`src/rtl/tune_player.sv`:
```
// Piezo tune sequencer: plays fixed note tables on a differential pair
// with rests, looping, abort and busy/done status.
module tune_player #(
  parameter int FAST_SIM   = 1,
  parameter int NUM_TUNES  = 2,
  parameter int MAX_NOTES  = 6,
  parameter int PER_W      = 15,
  parameter int DUR_W      = 25,
  parameter int FAST_SHIFT = 4,
  localparam int TS_W = (NUM_TUNES > 1) ? $clog2(NUM_TUNES) : 1
) (
  input  logic            clk,
  input  logic            rst,
  input  logic            go,
  input  logic [TS_W-1:0] tune_sel,
  input  logic            loop,
  input  logic            abort,
  output logic            piezo,
  output logic            piezo_n,
  output logic            busy,
  output logic            done
);

  localparam int IX_W = (MAX_NOTES > 1) ? $clog2(MAX_NOTES) : 1;
  // FAST_SHIFT only widens the fast-sim step; the default gives 16
  localparam logic [DUR_W-1:0] STEP =
    DUR_W'((FAST_SIM != 0) ? (1 << FAST_SHIFT) : 1);
  localparam logic [0:0] S_IDLE = 1'b0;
  localparam logic [0:0] S_PLAY = 1'b1;

  function automatic logic [PER_W-1:0] note_per(
    input logic [TS_W-1:0] t,
    input logic [IX_W-1:0] i
  );
    logic [31:0] p;
    int k;
    k = int'(t) * 64 + int'(i);
    p = 32'd0;
    case (k)
      0:       p = 32'd31888;
      1:       p = 32'd23889;
      2:       p = 32'd18961;
      3:       p = 32'd15944;
      4:       p = 32'd18961;
      5:       p = 32'd15944;
      64:      p = 32'd15944;
      66:      p = 32'd15944;
      default: p = 32'd0;
    endcase
    return p[PER_W-1:0];
  endfunction

  function automatic logic [DUR_W-1:0] note_dur(
    input logic [TS_W-1:0] t,
    input logic [IX_W-1:0] i
  );
    logic [31:0] d;
    int k;
    k = int'(t) * 64 + int'(i);
    d = 32'd0;
    case (k)
      0, 1, 2:    d = 32'd8388608;
      3:          d = 32'd12582912;
      4:          d = 32'd4194304;
      5:          d = 32'd16777216;
      64, 65, 66: d = 32'd4194304;
      default:    d = 32'd0;
    endcase
    return d[DUR_W-1:0];
  endfunction

  // high for the first ceil(P/2) cycles of each period; rests stay low
  function automatic logic tone_hi(
    input logic [PER_W-1:0] p,
    input logic [PER_W-1:0] ph
  );
    logic [PER_W:0] half;
    half = ({1'b0, p} + 1'b1) >> 1;
    return (p != '0) && ({1'b0, ph} < half);
  endfunction

  logic [0:0]       state;
  logic [TS_W-1:0]  tune;
  logic [TS_W-1:0]  ld_tune;
  logic [IX_W-1:0]  idx;
  logic [IX_W-1:0]  nidx;
  logic [IX_W-1:0]  ld_idx;
  logic [PER_W-1:0] pos;
  logic [PER_W-1:0] pos_inc;
  logic [PER_W-1:0] nxt_pos;
  logic [PER_W-1:0] cur_per;
  logic [PER_W-1:0] ld_per;
  logic [DUR_W-1:0] dur;
  logic [DUR_W-1:0] ld_dur;
  logic             last_slot;
  logic             tune_end;
  logic             note_last;
  logic             sel_ok;

  always_comb begin
    last_slot = (idx == IX_W'(MAX_NOTES - 1));
    nidx      = last_slot ? '0 : idx + 1'b1;
    tune_end  = last_slot || (note_dur(tune, nidx) == '0);
    note_last = (dur <= STEP);
    cur_per   = note_per(tune, idx);
    pos_inc   = pos + 1'b1;
    nxt_pos   = (pos_inc >= cur_per) ? '0 : pos_inc;
    ld_tune   = (state == S_IDLE) ? tune_sel : tune;
    ld_idx    = ((state == S_IDLE) || tune_end) ? '0 : nidx;
    ld_per    = note_per(ld_tune, ld_idx);
    ld_dur    = note_dur(ld_tune, ld_idx);
    sel_ok    = (int'(tune_sel) < NUM_TUNES);
  end

  always_ff @(posedge clk) begin
    if (rst || abort) begin
      state   <= S_IDLE;
      tune    <= '0;
      idx     <= '0;
      pos     <= '0;
      dur     <= '0;
      piezo   <= 1'b0;
      piezo_n <= 1'b0;
      busy    <= 1'b0;
      done    <= 1'b0;
    end else begin
      done <= 1'b0;
      unique case (1'b1)
        (state == S_IDLE): begin
          if (go && sel_ok) begin
            state   <= S_PLAY;
            tune    <= tune_sel;
            idx     <= '0;
            dur     <= ld_dur;
            pos     <= '0;
            busy    <= 1'b1;
            piezo   <= tone_hi(ld_per, '0);
            piezo_n <= 1'b0;
          end
        end
        (state == S_PLAY): begin
          if (!note_last) begin
            dur     <= dur - STEP;
            pos     <= nxt_pos;
            piezo   <= tone_hi(cur_per, nxt_pos);
            piezo_n <= (cur_per != '0) && !tone_hi(cur_per, nxt_pos);
          end else if (tune_end && !loop) begin
            state   <= S_IDLE;
            idx     <= '0;
            pos     <= '0;
            dur     <= '0;
            busy    <= 1'b0;
            done    <= 1'b1;
            piezo   <= 1'b0;
            piezo_n <= 1'b0;
          end else begin
            // next note, or note 0 again when looping; phase restarts high
            idx     <= ld_idx;
            dur     <= ld_dur;
            pos     <= '0;
            piezo   <= tone_hi(ld_per, '0);
            piezo_n <= 1'b0;
          end
        end
        default: state <= S_IDLE;
      endcase
    end
  end

endmodule

```
`config.mk`:
```
export PLATFORM = sky130hd
export DESIGN_NAME = tune_player
export DESIGN_NICKNAME = d
export VERILOG_FILES = /design/src/rtl/tune_player.sv
export SDC_FILE = /design/constraint.sdc
export NUM_CORES = 1
export LEC_CHECK = 0
export CAP_MARGIN = 25
export CORE_ASPECT_RATIO = 1.5
export CORE_MARGIN = 2
export CORE_UTILIZATION = 53
export CTS_CLUSTER_DIAMETER = 60
export CTS_CLUSTER_SIZE = 30
export DETAILED_ROUTE_END_ITERATION = 12
export PLACE_DENSITY = 0.7
export SKIP_LAST_GASP = 1
export SLEW_MARGIN = 0
export SYNTH_ARGS = -nofsm -noshare
export SYNTH_HDL_FRONTEND = slang
export SYNTH_SLANG_ARGS = --single-unit
export TNS_END_PERCENT = 1
```
`constraint.sdc`:
```
create_clock -name clk -period 5.7 [get_ports clk]
set_clock_uncertainty 0.05 [all_clocks]
set_input_delay 1.71 -clock clk [delete_from_list [all_inputs] [get_ports clk]]
set_output_delay 1.71 -clock clk [all_outputs]
set_load 0.05 [all_outputs]
```
# Word level (Yosys, flattened, before mapping)
# Index checks and enable logic that the tools add are counted.
# classes
order_cmp,4
n_bitwise,2
eq_ne,27
mux,35
addsub,8
n_reduce_logical,27
# op_table
cell,count
one-hot mux 25 bit (4 select lines),2
one-hot mux 15 bit (4 select lines),2
logical NOT 32 bit,3
2-to-1 mux 25 bit,3
"equality test 8 x 7 -> 1 bit, second input constant",8
one-hot mux 25 bit (2 select lines),1
"equality test 8 x 2 -> 1 bit, second input constant",6
"equality test 8 x 3 -> 1 bit, second input constant",6
2-to-1 mux 15 bit,3
"adder 15 x 1 -> 16 bit, second input constant",2
one-hot mux 15 bit (2 select lines),1
nonzero test 15 bit,2
"<= comparator 25 x 5 -> 1 bit, second input constant",1
logical NOT 25 bit,1
"subtractor 25 x 5 -> 25 bit, second input constant",1
adder 7 x 3 -> 8 bit,3
"equality test 8 x 1 -> 1 bit, second input constant",3
OR reduction 4 bit,4
"adder 15 x 1 -> 15 bit, second input constant",1
>= comparator 15 bit,1
"< comparator 1 x 15 -> 1 bit, first input constant",1
< comparator 15 bit,1
2-to-1 mux 3 bit,5
2-to-1 mux 1 bit,13
14 further kinds,29
# word_totals
regBits,49
inputBits,6
out_inout_bits,4

# Depth between registers and ports, before layout
# Gate-level depths: netlist of the first run.
# logic_depth
ltp_word,20
depth_mapped,21

# Least setup slack after synthesis of the first run
# OpenSTA, ideal clock, no wires.
# synth_timing
path_type,register to register
startpoint,register pos[0]
endpoint,register piezo_n
path_stages_with_launch,19
path_slack_ps,1587
t_arrival_ps,3932
setup_time_ps,131
path_cell_list,dfxtp_1 -> ha_1 -> buf_2 -> nand4_1 -> nor4_1 -> xnor2_1 -> inv_1 -> ha_1 -> nand4_1 -> o41ai_4 -> clkbuf_1 -> nor2b_1 -> ha_1 -> or4_1 -> a211oi_1 -> o32a_1 -> o211ai_1 -> a31oi_1 -> nor3_1
# synth_between
elab_chain_len,9
# synth_rtl
item,line,text
"start, declared",88,logic [PER_W-1:0] pos;
"start signal, assigned",144,pos <= nxt_pos;
adder 15 x 1 -> 15 bit *,106,pos_inc = pos + 1'b1;
>= comparator 15 bit,107,nxt_pos = (pos_inc >= cur_per) ? '0 : pos_inc;
2-to-1 mux 15 bit *,107,
< comparator 15 bit *,79,"return (p != '0) && ({1'b0, ph} < half);"
logical AND 1 bit *,79,
logical NOT 1 bit *,146,"piezo_n <= (cur_per != '0) && !tone_hi(cur_per, nxt_pos);"
logical AND 1 bit *,146,
2-to-1 mux 1 bit *,142,if (!note_last) begin
one-hot mux 1 bit (2 select lines) *,128,unique case (1'b1)
"end signal, assigned",146,
"end, declared",19,"output logic piezo_n,"
# Every way passes the cells marked *; elsewhere a longest branch is shown, timed or not.
# A chain may end at the register's enable or synchronous reset.

# Worst setup path in the final report of the first run
# layout_timing
startpoint,register idx[2]
endpoint,register piezo
# layout_between
elab_chain_len,20
word_cells_on_any_way,59
# layout_rtl
item,line,text
"start, declared",85,logic [IX_W-1:0] idx;
"start signal, assigned",158,idx <= ld_idx;
adder 3 x 1 -> 3 bit or equality test 3 bit (tied branches),"102, 101",
2-to-1 mux 3 bit,102,nidx = last_slot ? '0 : idx + 1'b1;
adder 7 x 3 -> 8 bit,59,k = int'(t) * 64 + int'(i);
"logical NOT 32 bit, or another cell as far along",61,case (k)
OR reduction 3 bit or OR reduction 4 bit (tied branches),n/a,
one-hot mux 25 bit (4 select lines),61,
logical NOT 25 bit,103,"tune_end = last_slot || (note_dur(tune, nidx) == '0);"
logical OR 1 bit,103,
(+4 left out),n/a,
OR reduction 4 bit (no line) or OR reduction 2 bit (tied branches),n/a,
one-hot mux 15 bit (4 select lines),39,case (k)
adder 15 x 1 -> 16 bit,78,"half = ({1'b0, p} + 1'b1) >> 1;"
< comparator 1 x 15 -> 1 bit,79,
logical AND 1 bit,79,
2-to-1 mux 1 bit,147,end else if (tune_end && !loop) begin
2-to-1 mux 1 bit,142,
one-hot mux 1 bit (2 select lines) *,128,
"end signal, assigned",137,"piezo <= tone_hi(ld_per, '0);"
"end signal, assigned",145,"piezo <= tone_hi(cur_per, nxt_pos);"
"end signal, assigned",161,"piezo <= tone_hi(ld_per, '0);"
"end, declared",18,"output logic piezo,"
# Every way passes the cells marked *; elsewhere a longest branch is shown, timed or not. The select of a mux whose other input is x is not followed.

==> results.yml, run 1 <==
setup_path:
  crit_fanout: 17
  required_ns: 5.85
  crit_type: "register to register"
  arrival_ns: 4.89
  start_kind: "register"
  end_kind: "register"
finish:
  fin_area_mm2: 0.00334
  antenna_cells: 0
  fill_cells: 544
  final_util: 0.582
  drive_gt1_frac: 0.0411
  syn_to_final_growth_pct: 6.49
  layout.nets: 445
clock_tree:
  cts_resized: 0
  cts_buffer_depth: 2
  numCtsBuffers: 5
  clkTransAtPathRegs_ns: 0.09
  root_buffer: "clkbuf_8"
  postCtsHoldBufs: 0
  postCtsSetupRepairBufs: 0
  clock_sinks: 45
  cts_tree: "yes"
  insertion_delay_ns: 0.30
  htree_num_levels: 2
drt:
  wirelength_um: 7350
  remaining_drc_errors: 0
  drtAntennaViolNets: 0
  drt-wirelength-per-cell_um: 15.1
  drtPass1Iterations: 5
  dr_total_vias: 2972
  viasPerCell: 6.12
  drtIter0Drc: 185
timing:
  min_period_over_period: 0.832
  min_period_ns: 4.74
  hold_viol_final: 0
  worst-slew-pin-transition_ns: 1.04
  fmax_mhz: 211
  setup-tns-final_ns: 0
  slew_violations: 0
  slew-limit-headroom: 0.302
  rsz0062_at_grt: "false"
  setup_ws_ns: 0.960
  setup_viol: 0
job:
  maxCapViolCount: 0
power:
  total_leakage_power_nw: 1.33
  power.density_mw_per_mm2: 205
  peakVddDrop_mv: 0.192
run_status:
  status: "finished clean"
grt:
  grt_max_degree: 41
  grt_pass1_vias: 2731
  antenna_found_initial: 0
  overflow: 0
  grt_use_total: 0.239
  grt_pass1_wl_um: 12400
die:
  io_pins: 10
  core_mm2: 0.00574
  die_x_um: 66.9
  die_y_um: 98.3
  num_rows: 34
  initial_core_util: 0.547
  die_area_mm2: 0.00657
placement:
  numPortBuffers: 9
  hpwl_um: 5450
  place.gp.congestion: 0.886
  placed_cell_area_mm2: 0.00324
  dp_slack_ns: 0.982
logic_synthesis:
  ys_warn_count: 0
  synth.avg_cell_area_um2: 7.53
  synth_top_cell_by_area: "dfxtp_1"
  ys.flop_type: "dfxtp_1"
  synth_edf_count: 0
  synth.distinct_cells: 53
  synth-seq-cells: 45
  syn_inst: 417
  async_flop_share: 0
  yosysSeqAreaShare: 0.287
  yosys.area.top_type_share: 0.287
  synthesis.area_mm2: 0.00314
  synth_nets: 449
  yosys-top-cells-area: "dfxtp_1, ha_1, nor2_1, a21oi_1, nand2_1"
min_path:
  hold_path_class: "register to register"
## kinds of logic after synthesis
family | Yosys count | share of synthesized area
buffers and inverters | 34 | 0.0438
adder cells (fa/ha/maj) | 26 | 0.104
AND/OR/NAND/NOR | 190 | 0.294
AO/OA/AOI/OAI | 105 | 0.224
XOR/XNOR | 16 | 0.0446
flip-flops | 45 | 0.287
multiplexers | 1 | 0.00319
## placed cells by master (no fill, tap or decap), types with 13 or more instances in the layout
| master | n |
|---|---|
| a21oi_1 | 28 |
| a22oi_1 | 14 |
| dfxtp_1 | 45 |
| ha_1 | 26 |
| nand2_1 | 37 |
| nor2_1 | 63 |
| nor2b_1 | 13 |
| nor3_1 | 17 |
| o21ai_0 | 24 |
| xnor2_1 | 14 |
## Yosys cell counts, types with 3 or more instances
| cell type | count |
|---|---|
| or2_2 | 3 |
| o221ai_1 | 4 |
| o21a_1 | 3 |
| nand3_1 | 11 |
| and2_1 | 3 |
| a22oi_1 | 14 |
| inv_1 | 12 |
| and3_1 | 4 |
| nand2b_1 | 4 |
| nand4_1 | 11 |
| dfxtp_1 | 45 |
| xnor2_1 | 14 |
| nor2_1 | 63 |
| ha_1 | 26 |
| or3_1 | 3 |
| a31oi_1 | 7 |
| nand2_1 | 37 |
| a21o_1 | 3 |
| a21oi_1 | 28 |
| o21ai_0 | 24 |
| nor4_1 | 9 |
| nor3b_1 | 3 |
| a311oi_1 | 3 |
| nor2b_1 | 13 |
| clkbuf_1 | 18 |
| nand3b_1 | 3 |
| nor3_1 | 17 |
## per-layer routing
metal / GRT usage / share of wire / up-vias
met1: 0.291 / 0.45 / 1402
met5: 0 / 0 / -
met4: 0.0989 / 0.023 / 0
met2: 0.415 / 0.51 / 48
li1: - / - / 1512
met3: 0.0300 / 0.024 / 10
## worst max-delay path, stage by stage, from the launching register on
cell and delay (ns):
dfxtp_1 0.60, nor2b_1 0.36, nor2_1 0.09, o22ai_1 0.28, inv_1 0.11, ha_1 0.28, o21ai_0 0.08, o2111a_1 0.28
o41ai_4 0.84, nor2b_1 0.12, ha_1 0.35, nand4_1 0.12, nor2_1 0.17, o2111ai_1 0.15, and2_1 0.24, o21ai_0 0.18
a31oi_1 0.06, a2bb2o_1 0.27
## state kept, by name, indices dropped and copies added, names as in the netlist
register / cells
busy: 1
pos: 15
piezo_n: 1
tune: 1
piezo: 1
state: 1
done: 1
dur: 21
idx: 3
## layout make-up
type,count,area [um^2],area share
clock buffers,7,96.3,0.0288
clock inverters,1,5.00,0.00150
inverters,12,45.0,0.0135
multi-input cells,338,2100,0.629
flip-flops and latches,45,901,0.269
well taps,72,90.1,0.0269
repair buffers,11,105,0.0314
## metrics by stage
stage,hold WS [ns],power (mW),instances
detailed placement,0.425,0.471,478
CTS,0.446,0.689,486
finish,0.445,0.685,486
global placement,0.418,0.469,478
floorplan,0.413,0.440,417
global route,0.495,0.719,486
## worst paths after layout
path | start | end | slack, ns | depth (start not counted)
min | busy | busy | 0.45 | 2
max reg2reg | idx[2] | piezo | 0.96 | 17
min reg2reg | busy | busy | 0.45 | 2
max | idx[2] | piezo | 0.96 | 17
## power by group
| group | internal (mW) | total, mW | switching, mW |
|---|---|---|---|
| clock | 0.110 | 0.221 | 0.111 |
| sequential | 0.322 | 0.332 | 0.00991 |
| combinational | 0.0495 | 0.133 | 0.0837 |
| total | 0.481 | 0.685 | 0.204 |
(Power assumes the default switching activity.)
==> inputs of run 2 (changes only) <==
==> constraint.sdc (replaced) <==
create_clock -name clk -period 4.9 [get_ports clk]
set_clock_uncertainty 0.05 [all_clocks]
set_input_delay 1.47 -clock clk [delete_from_list [all_inputs] [get_ports clk]]
set_output_delay 1.47 -clock clk [all_outputs]
set_load 0.05 [all_outputs]
==> run 2 against run 1 <==
  * Hold slack about the same
  * Critical path depth fell by 1
  * Register-to-register slack worse by 0.58 ns
  * Via count is 0.44% lower
  * Clock power grew 32%
  * Worst setup slack worse by 0.58 ns
==> results.yml, run 2 (synthesis gave the netlist of run 1 again) <==
die:
  die_area_mm2: 0.00657
  num_rows: 34
  die_y_um: 98.3
  die_x_um: 66.9
  core_mm2: 0.00574
  initial_core_util: 0.547
  io_pins: 10
setup_path:
  arrival_ns: 4.64
  slowest_delay_ns: 0.64
  path_cells: "nor2b_1, nor2_1, o22ai_1, inv_1, ha_1, o21ai_0, o2111a_1, o41ai_4, nor2b_1, ha_1, or4_1, a211oi_1, o32a_1, o211ai_1, a31oi_1, nor3_1"
  required_ns: 5.01
  end_kind: "register"
  crit_fanout: 13
  crit_type: "register to register"
  cp_slowest_cell: "o41ai_4"
  start_kind: "register"
placement:
  numPortBuffers: 9
  placed_cell_area_mm2: 0.00328
  place.gp.congestion: 0.828
  place_inst: 483
  hpwl_um: 5540
power:
  power.density_mw_per_mm2: 245
  power_frac_comb: 0.184
  p_clk_frac: 0.351
  peakVddDrop_mv: 0.195
  total_leakage_power_nw: 1.36
  p_seq_frac: 0.465
  swShare: 0.279
  power_switching_mw: 0.232
  power_mw: 0.831
  intPower_mw: 0.599
clock_tree:
  numCtsBuffers: 5
  htree_num_levels: 2
  postCtsSetupRepairBufs: 0
  root_buffer: "clkbuf_8"
  clkTransAtPathRegs_ns: 0.09
  insertion_delay_ns: 0.30
  clock_sinks: 45
  cts_buffer_depth: 2
  postCtsHoldBufs: 0
  cts_resized: 0
  cts_tree: "yes"
timing:
  setup_viol: 0
  min_period_over_period: 0.923
  slew_violations: 0
  setup-tns-final_ns: 0
  slew-limit-headroom: 0.453
  min_period_ns: 4.52
  fmax_mhz: 221
  hold_viol_final: 0
  whs_ns: 0.446
  rsz0062_at_grt: "false"
  worst-slew-pin-transition_ns: 0.821
drt:
  wirelength_um: 7460
  drtAntennaViolNets: 0
  dr_total_vias: 2959
  drtPass1Iterations: 4
  viasPerCell: 6.03
  drtIter0Drc: 214
  remaining_drc_errors: 0
  drt-wirelength-per-cell_um: 15.2
grt:
  overflow: 0
  grt.busiest_layer: "met2"
  antenna_found_initial: 0
  grt_use_total: 0.246
  grt.met2_usage: 0.440
  grt_pass1_vias: 2883
  grt_pass1_wl_um: 12800
  grt_use_met1: 0.290
  grt_use_met3: 0.0276
  grt_max_degree: 41
finish:
  largest_reg_flops: 21
  fill_cells: 552
  drive_gt1_frac: 0.0501
  top_regs: "dur (21), pos (15), idx (3)"
  layout_commonest_cell: "nor2_1"
  antenna_cells: 0
  layout.nets: 450
  top_register: "dur"
  fin_area_mm2: 0.00340
  mostFrequentLayoutCells: "nor2_1, dfxtp_1, nand2_1, a21oi_1, ha_1"
  syn_to_final_growth_pct: 8.17
  final_cells: 491
run_status:
  status: "finished clean"
job:
  maxCapViolCount: 0
min_path:
  hold_path_class: "register to register"
## run 2: power groups by stage
stage / sequential, mW / combinational, mW / clock [mW]
global route: 0.388 / 0.172 / 0.313
finish: 0.386 / 0.153 / 0.292
global placement: 0.394 / 0.150 / 0
CTS: 0.386 / 0.153 / 0.298
floorplan: 0.393 / 0.118 / 0
detailed placement: 0.394 / 0.152 / 0
## run 2: layout make-up
type / count / area [um^2] / area share
Multi-Input combinational cell: 338 / 2100 / 0.619
Sequential cell: 45 / 901 / 0.265
Timing Repair Buffer: 16 / 143 / 0.0420
Tap cell: 72 / 90.1 / 0.0265
Clock buffer: 7 / 86.3 / 0.0254
Inverter: 12 / 45.0 / 0.0133
Clock inverter: 1 / 30.0 / 0.00884
## run 2: path summary, 6_finish.rpt
kind	from	to	slack, ns	cells after the start
setup / recovery	idx[1]	piezo_n	0.38	16
hold / removal	dur[11]	dur[11]	0.45	1
hold reg to reg	dur[11]	dur[11]	0.45	1
setup reg to reg	idx[1]	piezo_n	0.38	16
## run 2: worst max-delay path: cells and delay by family (launching register included)
family,cells,cell delay (ns)
AND/OR/NAND/NOR,5,1.12
flip-flops,1,0.55
adder cells (fa/ha/maj),2,0.51
buffers and inverters,1,0.12
AO/OA/AOI/OAI,8,2.05
## run 2: metal layers
layer / vias up / wire [um]
li1: 1524 / -
met1: 1374 / 3240
met2: 48 / 3870
met3: 13 / 183
met4: 0 / 165
met5: - / 0
## run 2: per-stage QoR
step	worst slack [ns]	utilization
6_report	0.376	0.592
5_1_grt	0.00213	0.592
4_1_cts	0.424	0.592
3_5_place_dp	0.465	0.571
3_3_place_gp	0.487	0.571
2_1_floorplan	0.787	-
==> inputs of run 3 (changes only) <==
--- a/config.mk
+++ b/config.mk
@@ -8,11 +8,10 @@
 export CAP_MARGIN = 25
 export CORE_ASPECT_RATIO = 1.5
 export CORE_MARGIN = 2
-export CORE_UTILIZATION = 53
+export CORE_UTILIZATION = 40
 export CTS_CLUSTER_DIAMETER = 60
-export CTS_CLUSTER_SIZE = 30
+export CTS_CLUSTER_SIZE = 24
 export DETAILED_ROUTE_END_ITERATION = 12
-export PLACE_DENSITY = 0.7
 export SKIP_LAST_GASP = 1
 export SLEW_MARGIN = 0
 export SYNTH_ARGS = -nofsm -noshare
==> run 3 against run 2 <==
  * Register-to-register slack gained 0.13 ns
  * Clock power grew 37%
  * Largest power group is now clock
  * Critical endpoint unchanged
  * Hold slack gained 0.0037 ns
  * Global-route usage shrank 6.1 points
  * Via count grew 0.27%
==> results.yml, run 3 (synthesis gave the netlist of run 1 again) <==
finish:
  mostFrequentLayoutCells: "nor2_1, dfxtp_1, nand2_1, a21oi_1, ha_1"
  top_register: "dur"
  top_regs: "dur (21), pos (15), idx (3)"
  layout.nets: 448
  largest_reg_flops: 21
  syn_to_final_growth_pct: 10.6
  antenna_cells: 0
  layout_commonest_cell: "nor2_1"
  drive_gt1_frac: 0.0480
timing:
  hold_viol_final: 0
  rsz0062_at_grt: "false"
  whs_ns: 0.449
  min_period_ns: 4.39
  slew-limit-headroom: 0.483
  setup_viol: 0
  worst-slew-pin-transition_ns: 0.775
  min_period_over_period: 0.896
  setup-tns-final_ns: 0
  slew_violations: 0
  fmax_mhz: 228
clock_tree:
  postCtsHoldBufs: 0
  numCtsBuffers: 5
  cts_buffer_depth: 2
  cts_resized: 0
  htree_num_levels: 2
  insertion_delay_ns: 0.30
  clock_sinks: 45
  root_buffer: "clkbuf_16"
  clkTransAtPathRegs_ns: 0.08
  cts_tree: "yes"
  postCtsSetupRepairBufs: 0
die:
  core_mm2: 0.00761
  io_pins: 10
  initial_core_util: 0.413
  num_rows: 39
  die_y_um: 113
  die_area_mm2: 0.00859
  die_x_um: 76.3
drt:
  drt-wirelength-per-cell_um: 14.7
  drtAntennaViolNets: 0
  viasPerCell: 5.72
  remaining_drc_errors: 0
  drtIter0Drc: 144
  wirelength_um: 7610
  drtPass1Iterations: 6
  dr_total_vias: 2967
job:
  maxCapViolCount: 0
setup_path:
  crit_fanout: 16
  start_kind: "register"
  cp_slowest_cell: "dfxtp_1"
  end_kind: "register"
  path_cells: "nor2b_1, nor2_1, o22ai_1, nor2b_1, ha_1, a21o_1, a21o_1, a211oi_1, o41ai_4, buf_4, nor2b_1, ha_1, a21oi_1, nor2_1, a211oi_1, o32a_1, o211ai_1, a31oi_1, nor3_1"
  arrival_ns: 4.50
  reg2reg_depth: 19
  slowest_delay_ns: 0.62
  cp_common_cell: "nor2b_1"
  required_ns: 5.01
  crit_type: "register to register"
grt:
  grt_use_total: 0.185
  grt_pass1_vias: 2826
  grt_max_degree: 41
  antenna_found_initial: 0
  grt_pass1_wl_um: 12800
  overflow: 0
min_path:
  holdPathStages: 1
  hold_path_class: "register to register"
power:
  power_mw: 0.940
  total_leakage_power_nw: 1.37
  peakVddDrop_mv: 0.169
  power.density_mw_per_mm2: 271
run_status:
  status: "finished clean"
placement:
  hpwl_um: 5550
  numPortBuffers: 9
  place.gp.congestion: 0.873
==> run 3: cell count changes in the layout (fill, tap and decap cells not counted) <==
cell,previous run,this run
buf_4,7,4
clkbuf_16,0,5
clkbuf_8,6,0
clkbuf_1,1,0
clkbuf_2,0,1
inv_6,0,2
==> run 3: worst paths after layout <==
check | endpoint | startpoint | slack (ns)
worst max-delay path | piezo_n | idx[2] | 0.51
worst min register to register | dur[11] | dur[11] | 0.45
worst min-delay path | dur[11] | dur[11] | 0.45
worst max register to register | piezo_n | idx[2] | 0.51
==> run 3: per-layer routing <==
| layer | vias to the layer above | share of wire | global-route usage | wire length [um] |
|---|---|---|---|---|
| met2 | 58 | 0.50 | 0.319 | 3770 |
| met4 | 0 | 0.028 | 0.118 | 212 |
| met5 | - | 0 | 0 | 0 |
| li1 | 1523 | - | - | - |
| met3 | 12 | 0.030 | 0.0289 | 229 |
| met1 | 1374 | 0.45 | 0.212 | 3400 |
==> run 3: power breakdown <==
part / internal, mW / switching [mW]
registers: 0.374 / 0.0120
logic: 0.0580 / 0.0955
clock network: 0.244 / 0.155
==> run 3: final cells by class <==
class / instances / area, um^2
Clock buffer: 5 / 125
Fill cell: 773 / 4140
Clock inverter: 3 / 47.5
Inverter: 12 / 45.0
Tap cell: 102 / 128
Multi-Input combinational cell: 338 / 2100
Sequential cell: 45 / 901
Timing Repair Buffer: 14 / 125
==> run 3: worst max-delay path: cells and delay by family, from the launching register on <==
kind | cells | cell delay (ns)
buffers and inverters | 1 | 0.22
DFF | 1 | 0.62
AOI/OAI and AO/OA | 10 | 1.97
adders and majority gates | 2 | 0.50
and+or+nand+nor | 6 | 0.90
==> run 3: per-stage QoR <==
step	worst slack [ns]	area, um^2	utilization	std cells
2_1_floorplan	0.787	3140	-	417
3_3_place_gp	0.587	3300	0.433	510
3_5_place_dp	0.548	3300	0.433	510
4_1_cts	0.510	3470	0.456	518
5_1_grt	0.140	3470	0.456	519
6_report	0.508	3470	0.456	519
